[src/rtl/riscv_pkg.sv]
// riscv_pkg: shared types and constants for the writeback stage.
//   XLEN               - datapath width
//   DEFAULT_INSTRET_W  - default width of the retired-instruction counter
//   load_op_e          - funct3 encodings of the load instructions
//   wb_state_e         - writeback controller states
package riscv_pkg;

  localparam int XLEN              = 32;
  localparam int DEFAULT_INSTRET_W = 64;

  typedef enum logic [2:0] {
    LOAD_LB  = 3'b000,
    LOAD_LH  = 3'b001,
    LOAD_LW  = 3'b010,
    LOAD_LBU = 3'b100,
    LOAD_LHU = 3'b101
  } load_op_e;

  typedef enum logic [0:0] {
    WB_IDLE    = 1'b0,
    WB_WAIT_LD = 1'b1
  } wb_state_e;

endpackage

[src/rtl/load_extract.sv]
// load_extract: combinational load-data alignment and extension.
// Ports:
//   word    in  XLEN  aligned 32-bit memory word
//   offset  in  2     byte offset within the word (address bits [1:0])
//   load_op in  3     funct3 of the load
//   result  out XLEN  value to write back
module load_extract
  import riscv_pkg::*;
(
  input  logic [XLEN-1:0] word,
  input  logic [1:0]      offset,
  input  logic [2:0]      load_op,
  output logic [XLEN-1:0] result
);

  logic [7:0]  byte_sel;
  logic [15:0] half_sel;

  always_comb begin
    byte_sel = word[7:0];
    case (offset)
      2'd0:    byte_sel = word[7:0];
      2'd1:    byte_sel = word[15:8];
      2'd2:    byte_sel = word[23:16];
      default: byte_sel = word[31:24];
    endcase

    // Halfword alignment is enforced upstream, so offset[0] plays no part.
    half_sel = offset[1] ? word[31:16] : word[15:0];

    result = word;
    case (load_op)
      LOAD_LB:  result = {{(XLEN-8){byte_sel[7]}}, byte_sel};
      LOAD_LH:  result = {{(XLEN-16){half_sel[15]}}, half_sel};
      LOAD_LBU: result = {{(XLEN-8){1'b0}}, byte_sel};
      LOAD_LHU: result = {{(XLEN-16){1'b0}}, half_sel};
      // LW and the undefined encodings pass the word through unchanged.
      default:  result = word;
    endcase
  end

endmodule

[src/rtl/writeback_unit.sv]
// writeback_unit: final pipeline stage. Accepts retiring instructions from
// MEM, waits for variable-latency load responses, aligns/extends load data
// and drives the register file write port. Counts retired instructions.
// Ports:
//   clk, reset                   clock, async active-high reset
//   in_valid/in_ready            MEM handshake (transfer when both high)
//   in_rd, in_reg_write          destination register and write enable
//   in_result                    ALU/CSR result, or effective address for loads
//   in_is_load, in_load_op       load flag and funct3
//   ld_rsp_valid/data/err        load response (one-cycle pulse)
//   wb_rd, wb_data, wb_en        register file write port (registered)
//   busy                         a load is outstanding
//   load_fault                   one-cycle pulse on load bus error
//   instret                      retired-instruction counter (wraps)
module writeback_unit
  import riscv_pkg::*;
#(
  parameter int INSTRET_W = DEFAULT_INSTRET_W
) (
  input  logic                 clk,
  input  logic                 reset,
  input  logic                 in_valid,
  output logic                 in_ready,
  input  logic [4:0]           in_rd,
  input  logic                 in_reg_write,
  input  logic [XLEN-1:0]      in_result,
  input  logic                 in_is_load,
  input  logic [2:0]           in_load_op,
  input  logic                 ld_rsp_valid,
  input  logic [XLEN-1:0]      ld_rsp_data,
  input  logic                 ld_rsp_err,
  output logic [4:0]           wb_rd,
  output logic [XLEN-1:0]      wb_data,
  output logic                 wb_en,
  output logic                 busy,
  output logic                 load_fault,
  output logic [INSTRET_W-1:0] instret
);

  localparam logic [INSTRET_W-1:0] INSTRET_ONE = {{(INSTRET_W-1){1'b0}}, 1'b1};

  wb_state_e             state_q, state_d;
  logic [4:0]            wb_rd_q, wb_rd_d;
  logic [XLEN-1:0]       wb_data_q, wb_data_d;
  logic                  wb_en_q, wb_en_d;
  logic                  load_fault_q, load_fault_d;
  logic [INSTRET_W-1:0]  instret_q, instret_d;

  // Context of the outstanding load, captured at accept time.
  logic [4:0]            ld_rd_q, ld_rd_d;
  logic                  ld_reg_write_q, ld_reg_write_d;
  logic [2:0]            ld_op_q, ld_op_d;
  logic [1:0]            ld_off_q, ld_off_d;

  logic [XLEN-1:0]       ld_value;

  load_extract u_load_extract (
    .word    (ld_rsp_data),
    .offset  (ld_off_q),
    .load_op (ld_op_q),
    .result  (ld_value)
  );

  always_ff @(posedge clk or posedge reset) begin
    if (reset) begin
      state_q        <= WB_IDLE;
      wb_rd_q        <= '0;
      wb_data_q      <= '0;
      wb_en_q        <= 1'b0;
      load_fault_q   <= 1'b0;
      instret_q      <= '0;
      ld_rd_q        <= '0;
      ld_reg_write_q <= 1'b0;
      ld_op_q        <= '0;
      ld_off_q       <= '0;
    end else begin
      state_q        <= state_d;
      wb_rd_q        <= wb_rd_d;
      wb_data_q      <= wb_data_d;
      wb_en_q        <= wb_en_d;
      load_fault_q   <= load_fault_d;
      instret_q      <= instret_d;
      ld_rd_q        <= ld_rd_d;
      ld_reg_write_q <= ld_reg_write_d;
      ld_op_q        <= ld_op_d;
      ld_off_q       <= ld_off_d;
    end
  end

  always_comb begin
    state_d        = state_q;
    wb_rd_d        = wb_rd_q;
    wb_data_d      = wb_data_q;
    wb_en_d        = 1'b0;   // write enable and fault are single-cycle pulses
    load_fault_d   = 1'b0;
    instret_d      = instret_q;
    ld_rd_d        = ld_rd_q;
    ld_reg_write_d = ld_reg_write_q;
    ld_op_d        = ld_op_q;
    ld_off_d       = ld_off_q;

    case (state_q)
      WB_IDLE: begin
        // Load responses arriving here are stale and deliberately dropped.
        if (in_valid) begin
          if (in_is_load) begin
            ld_rd_d        = in_rd;
            ld_reg_write_d = in_reg_write;
            ld_op_d        = in_load_op;
            ld_off_d       = in_result[1:0];
            state_d        = WB_WAIT_LD;
          end else begin
            wb_rd_d   = in_rd;
            wb_data_d = in_result;
            wb_en_d   = in_reg_write && (in_rd != 5'd0);
            instret_d = instret_q + INSTRET_ONE;
          end
        end
      end
      WB_WAIT_LD: begin
        if (ld_rsp_valid) begin
          state_d = WB_IDLE;
          if (ld_rsp_err) begin
            // Faulting load does not retire and writes nothing.
            load_fault_d = 1'b1;
          end else begin
            wb_rd_d   = ld_rd_q;
            wb_data_d = ld_value;
            wb_en_d   = ld_reg_write_q && (ld_rd_q != 5'd0);
            instret_d = instret_q + INSTRET_ONE;
          end
        end
      end
      default: state_d = WB_IDLE;
    endcase
  end

  assign in_ready   = (state_q == WB_IDLE);
  assign busy       = (state_q == WB_WAIT_LD);
  assign wb_rd      = wb_rd_q;
  assign wb_data    = wb_data_q;
  assign wb_en      = wb_en_q;
  assign load_fault = load_fault_q;
  assign instret    = instret_q;

endmodule
[config.mk]
export PLATFORM = sky130hd
export DESIGN_NAME = writeback_unit
export DESIGN_NICKNAME = d
export VERILOG_FILES = /design/src/rtl/riscv_pkg.sv /design/src/rtl/load_extract.sv /design/src/rtl/writeback_unit.sv
export SDC_FILE = /design/constraint.sdc
export NUM_CORES = 1
export LEC_CHECK = 0
export CAP_MARGIN = 20
export CORE_MARGIN = 5
export CORE_UTILIZATION = 30
export DETAILED_ROUTE_END_ITERATION = 6
export SYNTH_ARGS = -nofsm -noshare
export SYNTH_HDL_FRONTEND = slang
export SYNTH_SLANG_ARGS = --single-unit
[constraint.sdc]
create_clock -name clk -period 10.9 [get_ports clk]
set_input_delay 1.635 -clock clk [delete_from_list [all_inputs] [get_ports clk]]
set_output_delay 1.635 -clock clk [all_outputs]
set_load 0.02 [all_outputs]
# Word level (Yosys, flattened, before mapping)
# Index checks and enable logic that the tools add are counted.
# word_totals
reg_bits,115
in_bits,79
out_inout_bits,105
word_cells,59
# op_classes
addsub,1
eq_ne,9
mux,30
bitwise,1
reduce_logical,8
# ops
cell,count
$mux W64,4
$mux W32,4
$pmux W32 S4,1
$pmux W64 S2,1
$add A64 B1 Y64 const B,1
$pmux W32 S2,1
$pmux W8 S3,1
$mux W5,4
$mux W16,1
$mux W1,10
$pmux W5 S2,1
$reduce_bool A5 Y1,2
$ne A2 B2 Y1 const B,4
$eq A3 B3 Y1 const B,2
$pmux W1 S2,2
$reduce_and A4 Y1,1
$eq A3 B1 Y1 const B,1
$logic_not A3 Y1,1
$reduce_and A3 Y1,1
$eq A2 B1 Y1 const B,1
$eq A2 B2 Y1 const B,1
$logic_and A1 B1 Y1,2
$logic_not A2 Y1,1
$not A1 Y1,1

# Logic depth before layout (Yosys ltp)
# Gate-level depths: netlist of run 1.
# logic_depth
depth_word,6
ltp_mapped,8
mapped_depth_nobuf,6

# Cells and area by module
# From an unflattened synthesis of run 1, not the netlist that was laid out.
# unflattened
hier_cells,611
area_unflattened_um2,5953.2
# by_module_without_submodules
module,instances,cells_per_inst,area_each_um2,seq_area_each_um2
writeback_unit,1,480,5230.0,2877.8
load_extract,1,131,723.2,0.0

# Worst setup path before layout of run 1
# OpenSTA, ideal clock, no wires.
# synth_path
path_type,input-to-reg
startpoint,input port in_is_load
endpoint,register instret_q[39] (netlist: instret[39])
t_arrival_ps,3309
t_required_ps,10769
setup_slack_ps,7460
path_stages,7
n_path_buf,2
cell_sequence,or3b_4 -> and2_4 -> buf_6 -> or3_1 -> buf_2 -> or3b_4 -> xnor2_2
# synth_between
elab_chain_len,2
# synth_lines
item,line,rtl
from (decl),writeback_unit.sv:27,"input logic in_is_load,"
$ne A2 B2 Y1 (no source line),n/a,
$reduce_and A4 Y1 (no source line),n/a,
to (signal assigned),writeback_unit.sv:82,instret_q <= instret_d;
to (decl),writeback_unit.sv:47,"logic [INSTRET_W-1:0] instret_q, instret_d;"
# Every way passes these cells.
# A chain may end at the register's enable or synchronous reset.

# Worst setup path after layout of run 1
# layout_path
startpoint,input port in_valid
endpoint,register instret_q[58] (netlist: instret[58])
# layout_between
elab_chain_len,2
# layout_lines
item,line,rtl
from (decl),writeback_unit.sv:22,"input logic in_valid,"
$ne A2 B2 Y1 (no source line),n/a,
$reduce_and A4 Y1 (no source line),n/a,
# Every way passes these cells.

==> results of run 1 <==
==> critical path, stage by stage <==
cell and delay (ns):
sky130_fd_sc_hd__clkdlybuf4s50_1 0.48, sky130_fd_sc_hd__or3b_4 0.42, sky130_fd_sc_hd__a2111o_1 0.47, sky130_fd_sc_hd__nor3_1 0.51, sky130_fd_sc_hd__buf_4 0.26, sky130_fd_sc_hd__nand4_1 0.12, sky130_fd_sc_hd__xnor2_1 0.18
==> layout make-up <==
class / instances / area, um2
Clock buffer: 24 / 502
Clock inverter: 7 / 121
Fill cell: 1760 / 10300
Inverter: 8 / 32.5
Multi-Input combinational cell: 410 / 2640
Sequential cell: 115 / 2880
Tap cell: 234 / 293
Timing Repair Buffer: 189 / 1880
==> cell families after synthesis <==
group,after synthesis
muxes,34
xor gates and xnor gates,63
DFF,115
buffers and inverters,35
and+or+nand+nor,203
adders and majority gates,1
AOI/OAI and AO/OA,109
==> registers in the layout, summed over array words and instances (netlist names) <==
register        count
wb_data            32
wb_rd               5
busy                1
instret            64
ld_off_q            2
ld_rd_q             5
ld_op_q             3
wb_en               1
ld_reg_write_q      1
load_fault          1
==> stage by stage <==
stage / worst slack, ns / instances / area, um2 / total power, uW
after global placement: 6.42 / 953 / 7690 / 916
after CTS: 7.11 / 987 / 8340 / 1510
after detailed placement: 6.68 / 956 / 7720 / 923
after global routing: 7.02 / 987 / 8340 / 1570
after floorplan: 6.22 / 560 / 5660 / 732
final: 7.10 / 987 / 8340 / 1490
==> placed cells by master, fill, tap and decap left out, drive strengths merged, types with 4 or more instances in the layout <==
cell type        n
nand2           50
xor2            18
dfrtp          115
and4             8
nor2b            8
and3            11
buf              6
a21oi           40
clkdlybuf4s50  183
nor3            10
xnor2           45
clkbuf          24
mux2i           21
inv              6
nor4             7
mux2            13
nand3           32
o221ai          15
and2             5
nor2            39
or3              4
nand4           19
o21ai           49
==> path summary, 6_finish.rpt <==
check	startpoint	endpoint	slack [ns]	cells past startpoint
min in group asynchronous	reset	wb_rd[4]$_DFFE_PP0P_	1.68	2
max	in_valid	instret[58]$_DFFE_PP0P_	7.10	7
min reg2reg	instret[63]$_DFFE_PP0P_	instret[63]$_DFFE_PP0P_	0.47	1
min	instret[63]$_DFFE_PP0P_	instret[63]$_DFFE_PP0P_	0.47	1
max reg2reg	busy$_DFF_PP0_	instret[58]$_DFFE_PP0P_	8.10	7
max in group asynchronous	reset	instret[49]$_DFFE_PP0P_	7.87	3
==> power breakdown <==
group	leakage (uW)	switching, uW	internal (uW)
sequential	0.00147	63.8	487
combinational	0.00167	190	173
clock	0.000295	191	389
==> metal layers <==
layer | part of all wire, % | vias to the layer above | wire [um] | global-route usage (%)
li1 | - | 2363 | - | -
met1 | 41 | 2455 | 7370 | 19.5
met2 | 47 | 209 | 8550 | 27.1
met3 | 9.1 | 30 | 1660 | 6.72
met4 | 2.9 | 2 | 524 | 7.22
met5 | 0.039 | - | 7 | 0
==> flow_metrics.tcl, run 1 <==
set metrics [dict create \
    post_synth.cell_area_avg_um2 10.1 \
    synthSimpleGateAreaFrac_pct 19.2 \
    synth_commonest_cells "sky130_fd_sc_hd__dfrtp_1 (115), sky130_fd_sc_hd__nand2_1 (50), sky130_fd_sc_hd__o21ai_0 (49)" \
    die_area_um2 21700 \
    drtPass1Iterations 4 \
    area_delta_synth_final_pct 47.3 \
    routedWlPerCell_um 18.3 \
    die_h_um 147 \
    final.min_clock_period_ns 3.80 \
    gp_routability_congestion 0.854 \
    outcome "completed" \
    first_global_vias 5243 \
    max_freq_ghz 0.263 \
    finalMaxSlewViolations 0 \
    max_slew_margin_pct 36.3 \
    post-cts-setup-buffers 0 \
    synth_area_leaders "sky130_fd_sc_hd__dfrtp_1 (51%), sky130_fd_sc_hd__xnor2_1 (6.8%), sky130_fd_sc_hd__o21ai_0 (4.3%)" \
    hold_class "reg2reg" \
    number_of_cells_upsized_or_downsized_after_cts 0 \
    ys_seq_elements 115 \
    cap_violations 0 \
    start_util_pct 30.4 \
    ctsRootBufferMaster "sky130_fd_sc_hd__clkbuf_16" \
    number_of_antenna_violations_at_the_first_check_in_global_routing 1 \
    tns_ns 0 \
    io-pin-count 184 \
    syn_nets 640 \
    startpoint_type "primary input" \
    vias 5059 \
    synth_flop_cell "sky130_fd_sc_hd__dfrtp_1" \
    yosysWarnings 0 \
    rsz_0062_raised_after_global_routing "no" \
    synthesized_area_um2 5660 \
    async_flop_share_pct 100 \
    ys_types 43 \
    post_synth_xor_area_fraction_pct 9.88 \
    postCtsHoldBufs 0 \
    postRouteWirelength_um 18100 \
    synth_top_area_share_pct 50.8 \
    synth-adder-area-share_pct 0.221 \
    maximum_buffer_depth_of_the_clock_tree 2 \
    timing.clock.skew_ns 0.0117 \
    floorplan.die.width_um 147 \
    tritoncts "yes" \
    vias_per_cell 5.13 \
    worstSetupPathType "in2reg" \
    post-route-drc-count 0 \
    synth_largest_area_cell "sky130_fd_sc_hd__dfrtp_1" \
    hpwl_dp_um 13300 \
    hold_violations 0 \
    final_net_count 821 \
    synth_top_family_by_area "simple AND/OR/NAND/NOR gates" \
    global_route_total_usage_across_every_layer_pct 16.6 \
    grt_first_pass_wirelength_um 28700 \
    core-area_um2 18600 \
    seq_area_frac_synth_pct 50.8 \
    clock_sink_count 115 \
    synthesis.instances 560 \
    utilization_pct 44.7 \
    critical_path.endpoint_type "register" \
    cts_made_buffers 17 \
    synthMuxAreaShare_pct 6.30 \
    synth-compound-area-share_pct 10.9 \
    power.static_leakage_uw 0.00343 \
    post-synth-top-count-cell "sky130_fd_sc_hd__dfrtp_1" \
    worst-endpoint-required_ns 11.18 \
    critPathArrivalTime_ns 4.08 \
    num_antenna_cells 0 \
    synth-edff-count 0 \
    drt_iter0_drc 171 \
    setup_viol 0 \
    port_buffers 183 \
    htreeDepth 4 \
    max-vdd-ir-drop_v 0.000101 \
    grt_start_max_net_pins 67 \
    row_count 50 \
    crit_fanout 7 \
    insertion_delay_of_the_later_clocked_pin_in_the_worst_skew_pair_ns 0.41 \
    power_density_cells_nw_per_um2 179 \
    gr-total-overflow 0 \
    tightest_slew_ns 0.948 \
    clk_pin_slew_ns 0.05 \
    post-route-period-util_pct 34.9 \
    whs_ns 0.469 \
    detail-route-antenna-nets 0 \
    post_route_cells_drive_above_1_share_pct 8.23 \
]
Power figures use the tool's default switching activity.
==> run 2, diff against run 1 <==
==> constraint.sdc (replaced) <==
create_clock -name clk -period 3.4 [get_ports clk]
set_input_delay 0.51 -clock clk [delete_from_list [all_inputs] [get_ports clk]]
set_output_delay 0.51 -clock clk [all_outputs]
set_load 0.02 [all_outputs]
==> run 2 against run 1 <==
Net effect: clock skew fell by 0.0011 ns; die area did not move; power rose to 3.2 times the previous value; design area is 0.28% higher; sequential share of layout area fell by 0.098 points; wire length increased by 3.5%; setup slack lost 6.3 ns; flip-flop and latch count did not move; global-route usage up 0.72 points; count of clock-buffer cells in the layout shrank 1; critical path type unchanged; largest power group unchanged; highest routed layer is now met4.
==> flow_metrics.tcl, run 2 (synthesis results as in run 1) <==
set metrics [dict create \
    outcome "completed" \
    vias 5141 \
    die_area_um2 21700 \
    core-area_um2 18600 \
    first_global_vias 5307 \
    tightest_slew_ns 1.00 \
    drt_iter0_drc 232 \
    largest_reg_flops 64 \
    fin_total_pwr_uw 4720 \
    tns_ns 0 \
    grt_first_pass_wirelength_um 29400 \
    start_util_pct 30.4 \
    post-route-period-util_pct 75.6 \
    vias_per_cell 5.17 \
    clk_pin_slew_ns 0.05 \
    crit_fanout 48 \
    finalMaxSlewViolations 0 \
    postRouteWirelength_um 18700 \
    clock_sink_count 115 \
    worstSetupPathType "in2reg" \
    max_freq_ghz 0.389 \
    drtPass1Iterations 5 \
    final_net_count 827 \
    routedWlPerCell_um 18.9 \
    layout_commonest_cell "sky130_fd_sc_hd__clkdlybuf4s50_1" \
    post-route-drc-count 0 \
    gr-total-overflow 0 \
    max_slew_margin_pct 32.5 \
    post-cts-setup-buffers 0 \
    critPathArrivalTime_ns 2.87 \
    detail-route-antenna-nets 0 \
    number_of_cells_upsized_or_downsized_after_cts 0 \
    io-pin-count 184 \
    whs_ns 0.481 \
    setup_viol 0 \
    port_buffers 183 \
    startpoint_type "primary input" \
    row_count 50 \
    postCtsHoldBufs 0 \
    worst-endpoint-required_ns 3.70 \
    floorplan.die.width_um 147 \
    num_antenna_cells 0 \
    insertion_delay_of_the_later_clocked_pin_in_the_worst_skew_pair_ns 0.42 \
    hold_violations 0 \
    max-vdd-ir-drop_v 0.000331 \
    die_h_um 147 \
    number_of_antenna_violations_at_the_first_check_in_global_routing 0 \
    power.static_leakage_uw 0.00345 \
    cap_violations 0 \
    critical_path.endpoint_type "register" \
    power_density_cells_nw_per_um2 565 \
    post_route_cells_drive_above_1_share_pct 8.82 \
    ctsRootBufferMaster "sky130_fd_sc_hd__clkbuf_16" \
    hold_class "reg2reg" \
    timing.clock.skew_ns 0.0106 \
    maximum_buffer_depth_of_the_clock_tree 2 \
    tritoncts "yes" \
    global_route_total_usage_across_every_layer_pct 17.4 \
    cts_made_buffers 17 \
    area_delta_synth_final_pct 47.8 \
    final.min_clock_period_ns 2.57 \
    rsz_0062_raised_after_global_routing "no" \
    gp_routability_congestion 0.880 \
    hpwl_dp_um 13900 \
    grt_start_max_net_pins 76 \
    htreeDepth 4 \
    final_cell_mix "sky130_fd_sc_hd__clkdlybuf4s50_1 (183), sky130_fd_sc_hd__dfrtp_1 (115), sky130_fd_sc_hd__nand2_1 (50)" \
]
[run 2: worst max-delay path, cell delays in order]
cell                              delay [ns]
sky130_fd_sc_hd__clkdlybuf4s50_1        0.49
sky130_fd_sc_hd__or3b_4                 0.43
sky130_fd_sc_hd__and2_4                 0.21
sky130_fd_sc_hd__buf_4                  0.30
sky130_fd_sc_hd__nor4_1                 0.56
sky130_fd_sc_hd__nand4_1                0.21
sky130_fd_sc_hd__xnor2_1                0.16
[run 2: area by class of cell]
class,count,area [um2]
Sequential cell,115,2880
Inverter,8,33.8
Tap cell,234,293
Timing Repair Buffer,195,1950
Fill cell,1800,10300
Clock inverter,9,104
Multi-Input combinational cell,410,2630
Clock buffer,23,478
[run 2: path summary, 6_finish.rpt]
path                                              start                 endpoint  slack, ns  cells past startpoint
worst max-delay path                           in_valid  instret[19]$_DFFE_PP0P_       0.83                      7
min in group asynchronous                         reset  wb_data[12]$_DFFE_PP0P_       0.55                      3
worst min-delay path            instret[63]$_DFFE_PP0P_  instret[63]$_DFFE_PP0P_       0.48                      1
worst min register to register  instret[63]$_DFFE_PP0P_  instret[63]$_DFFE_PP0P_       0.48                      1
max in group asynchronous                         reset   wb_data[0]$_DFFE_PP0P_       2.37                      3
worst max register to register           busy$_DFF_PP0_  instret[19]$_DFFE_PP0P_       0.98                      6
[run 2: metal layers]
layer / part of all wire [%] / GRT usage, %
met1: 41 / 20.5
met2: 48 / 28.3
met3: 9.8 / 7.93
met4: 1.6 / 5.68
met5: 0 / 0
[run 2: metrics by stage]
stage	instances	setup WS (ns)	instance area, um2	util (%)
finish	994	0.829	8360	44.9
floorplan	560	0.961	5660	-
detailed placement	962	0.375	7780	41.7
CTS	994	0.822	8360	44.9
global placement	962	0.512	7780	41.7
global route	994	0.689	8360	44.9
[run 2: where the power goes]
part	internal (uW)	total, uW	switching, uW
logic	569	1200	635
clock network	1130	1770	638
registers	1560	1750	189
==> run 3, diff against run 2 <==
==> constraint.sdc (replaced) <==
create_clock -name clk -period 2.65 [get_ports clk]
set_input_delay 0.3975 -clock clk [delete_from_list [all_inputs] [get_ports clk]]
set_output_delay 0.3975 -clock clk [all_outputs]
set_load 0.02 [all_outputs]
==> run 3 against run 2 <==
Net effect: die area unchanged; non-clock buffer count increased by 15; critical endpoint is now busy; largest cell class unchanged; critical path depth decreased by 4; count of clock-buffer cells in the layout decreased by 3; sequential power increased by 27%.
==> flow_metrics.tcl, run 3 (synthesis results as in run 1) <==
set metrics [dict create \
    worst-r2r-cell-count 5 \
    timing.clock.skew_ns 0.0109 \
    post-cts-setup-buffers 0 \
    rsz_0062_raised_after_global_routing "no" \
    floorplan.die.width_um 147 \
    hold_class "in2async" \
    timing.critical_path.slowest_stage_cell "sky130_fd_sc_hd__clkdlybuf4s50_1" \
    post-route-drc-count 0 \
    power.switching_uw 1860 \
    io-pin-count 184 \
    path_cells "buf_4 -> buf_4 -> clkdlybuf4s50_1" \
    p_int_uw 4470 \
    number_of_cells_upsized_or_downsized_after_cts 0 \
    core-area_um2 18600 \
    cts_made_buffers 17 \
    whs_ns 0.288 \
    final_net_count 842 \
    die_h_um 147 \
    p_comb_share_pct 25.3 \
    global_route_total_usage_across_every_layer_pct 17.7 \
    final_cell_mix "sky130_fd_sc_hd__clkdlybuf4s50_1 (183), sky130_fd_sc_hd__dfrtp_1 (115), sky130_fd_sc_hd__nand2_1 (50)" \
    drt_iter0_drc 248 \
    die_area_um2 21700 \
    start_util_pct 30.4 \
    insertion_delay_of_the_later_clocked_pin_in_the_worst_skew_pair_ns 0.41 \
    detail-route-antenna-nets 0 \
    outcome "completed" \
    tns_ns 0 \
    port_buffers 183 \
    clk_pin_slew_ns 0.06 \
    row_count 50 \
    routedWlPerCell_um 18.7 \
    gp_routability_congestion 0.901 \
    hpwl_dp_um 14200 \
    worst-endpoint-required_ns 2.25 \
    critPathArrivalTime_ns 2.03 \
    worstSetupPathType "reg2out" \
    area_delta_synth_final_pct 51.0 \
    vias_per_cell 5.11 \
    clock_sink_count 115 \
    postRouteWirelength_um 18800 \
    final.min_clock_period_ns 2.42 \
    hold_violations 0 \
    power.share.clock_pct 39.6 \
    worst_path_most_repeated_cell "sky130_fd_sc_hd__buf_4" \
    cap_violations 0 \
    layout_commonest_cell "sky130_fd_sc_hd__clkdlybuf4s50_1" \
    largest_reg_flops 64 \
    fin_total_pwr_uw 6330 \
    finalMaxSlewViolations 0 \
    first_global_vias 5502 \
    tightest_slew_ns 0.648 \
    vias 5145 \
    postCtsHoldBufs 0 \
    max_freq_ghz 0.413 \
    grt_first_pass_wirelength_um 30300 \
    num_antenna_cells 0 \
    grt_start_max_net_pins 55 \
    post-route-period-util_pct 91.5 \
    post_route_cells_drive_above_1_share_pct 10.6 \
    drtPass1Iterations 4 \
    maximum_buffer_depth_of_the_clock_tree 2 \
    number_of_antenna_violations_at_the_first_check_in_global_routing 0 \
    power_density_cells_nw_per_um2 740 \
    reg_power_share_pct 35.2 \
    critical-path-max-stage-delay_ns 0.67 \
    regToRegStartpoint "instret[2]$_DFFE_PP0P_" \
    power.static_leakage_uw 0.00356 \
    max_slew_margin_pct 56.7 \
    max-vdd-ir-drop_v 0.000422 \
    htreeDepth 4 \
    gr-total-overflow 0 \
    tritoncts "yes" \
    worst_setup_path_startpoint "busy$_DFF_PP0_" \
    crit_fanout 27 \
    ctsRootBufferMaster "sky130_fd_sc_hd__clkbuf_16" \
    critical_path.endpoint_type "output port" \
    startpoint_type "register" \
    power.switching_fraction_pct 29.4 \
    setup_viol 0 \
]
==> run 3: worst max-delay path, delay by kind of cell (launching register included) <==
kind / cells / cell delay, ns
buffers and inverters: 3 / 1.24
DFF: 1 / 0.38
==> run 3: layout make-up <==
cell class                      count  area, um2
Clock buffer                       20        457
Clock inverter                     10        181
Fill cell                        1760      10100
Inverter                            8       33.8
Multi-Input combinational cell    410       2630
Sequential cell                   115       2880
Tap cell                          234        293
Timing Repair Buffer              210       2070
==> run 3: path summary, 6_finish.rpt <==
path	to	slack [ns]
min in group clk	instret[63]$_DFFE_PP0P_	0.47
worst max-delay path	busy	0.23
worst min-delay path	wb_data[3]$_DFFE_PP0P_	0.29
worst min register to register	instret[63]$_DFFE_PP0P_	0.47
max in group asynchronous	instret[63]$_DFFE_PP0P_	1.76
worst max register to register	instret[45]$_DFFE_PP0P_	0.41
==> run 3: power by group through the flow <==
stage               clock network, uW  logic (uW)  registers, uW
floorplan                           0         556           2450
detailed placement                  0        1610           2250
CTS                              2570        1620           2230
global placement                    0        1600           2240
global route                     2650        1730           2260
finish                           2500        1600           2230
==> run 3: metrics by stage <==
step                      util (%)  setup WS (ns)  std cells  cell area [um2]
after floorplan                  -          0.211        560             5660
after global routing          45.8          0.151       1007             8550
after global placement        42.4         0.0638        977             7910
after CTS                     45.8          0.185       1007             8550
after detailed placement      42.4         0.0254        977             7910
final                         45.8          0.226       1007             8550
==> run 3: layer usage <==
layer | global-route usage [%] | routed length [um] | part of all wire [%]
met2 | 28.8 | 9060 | 48
met1 | 21.7 | 7790 | 41
met3 | 7.37 | 1690 | 9.0
met5 | 0 | 0 | 0
met4 | 4.61 | 279 | 1.5
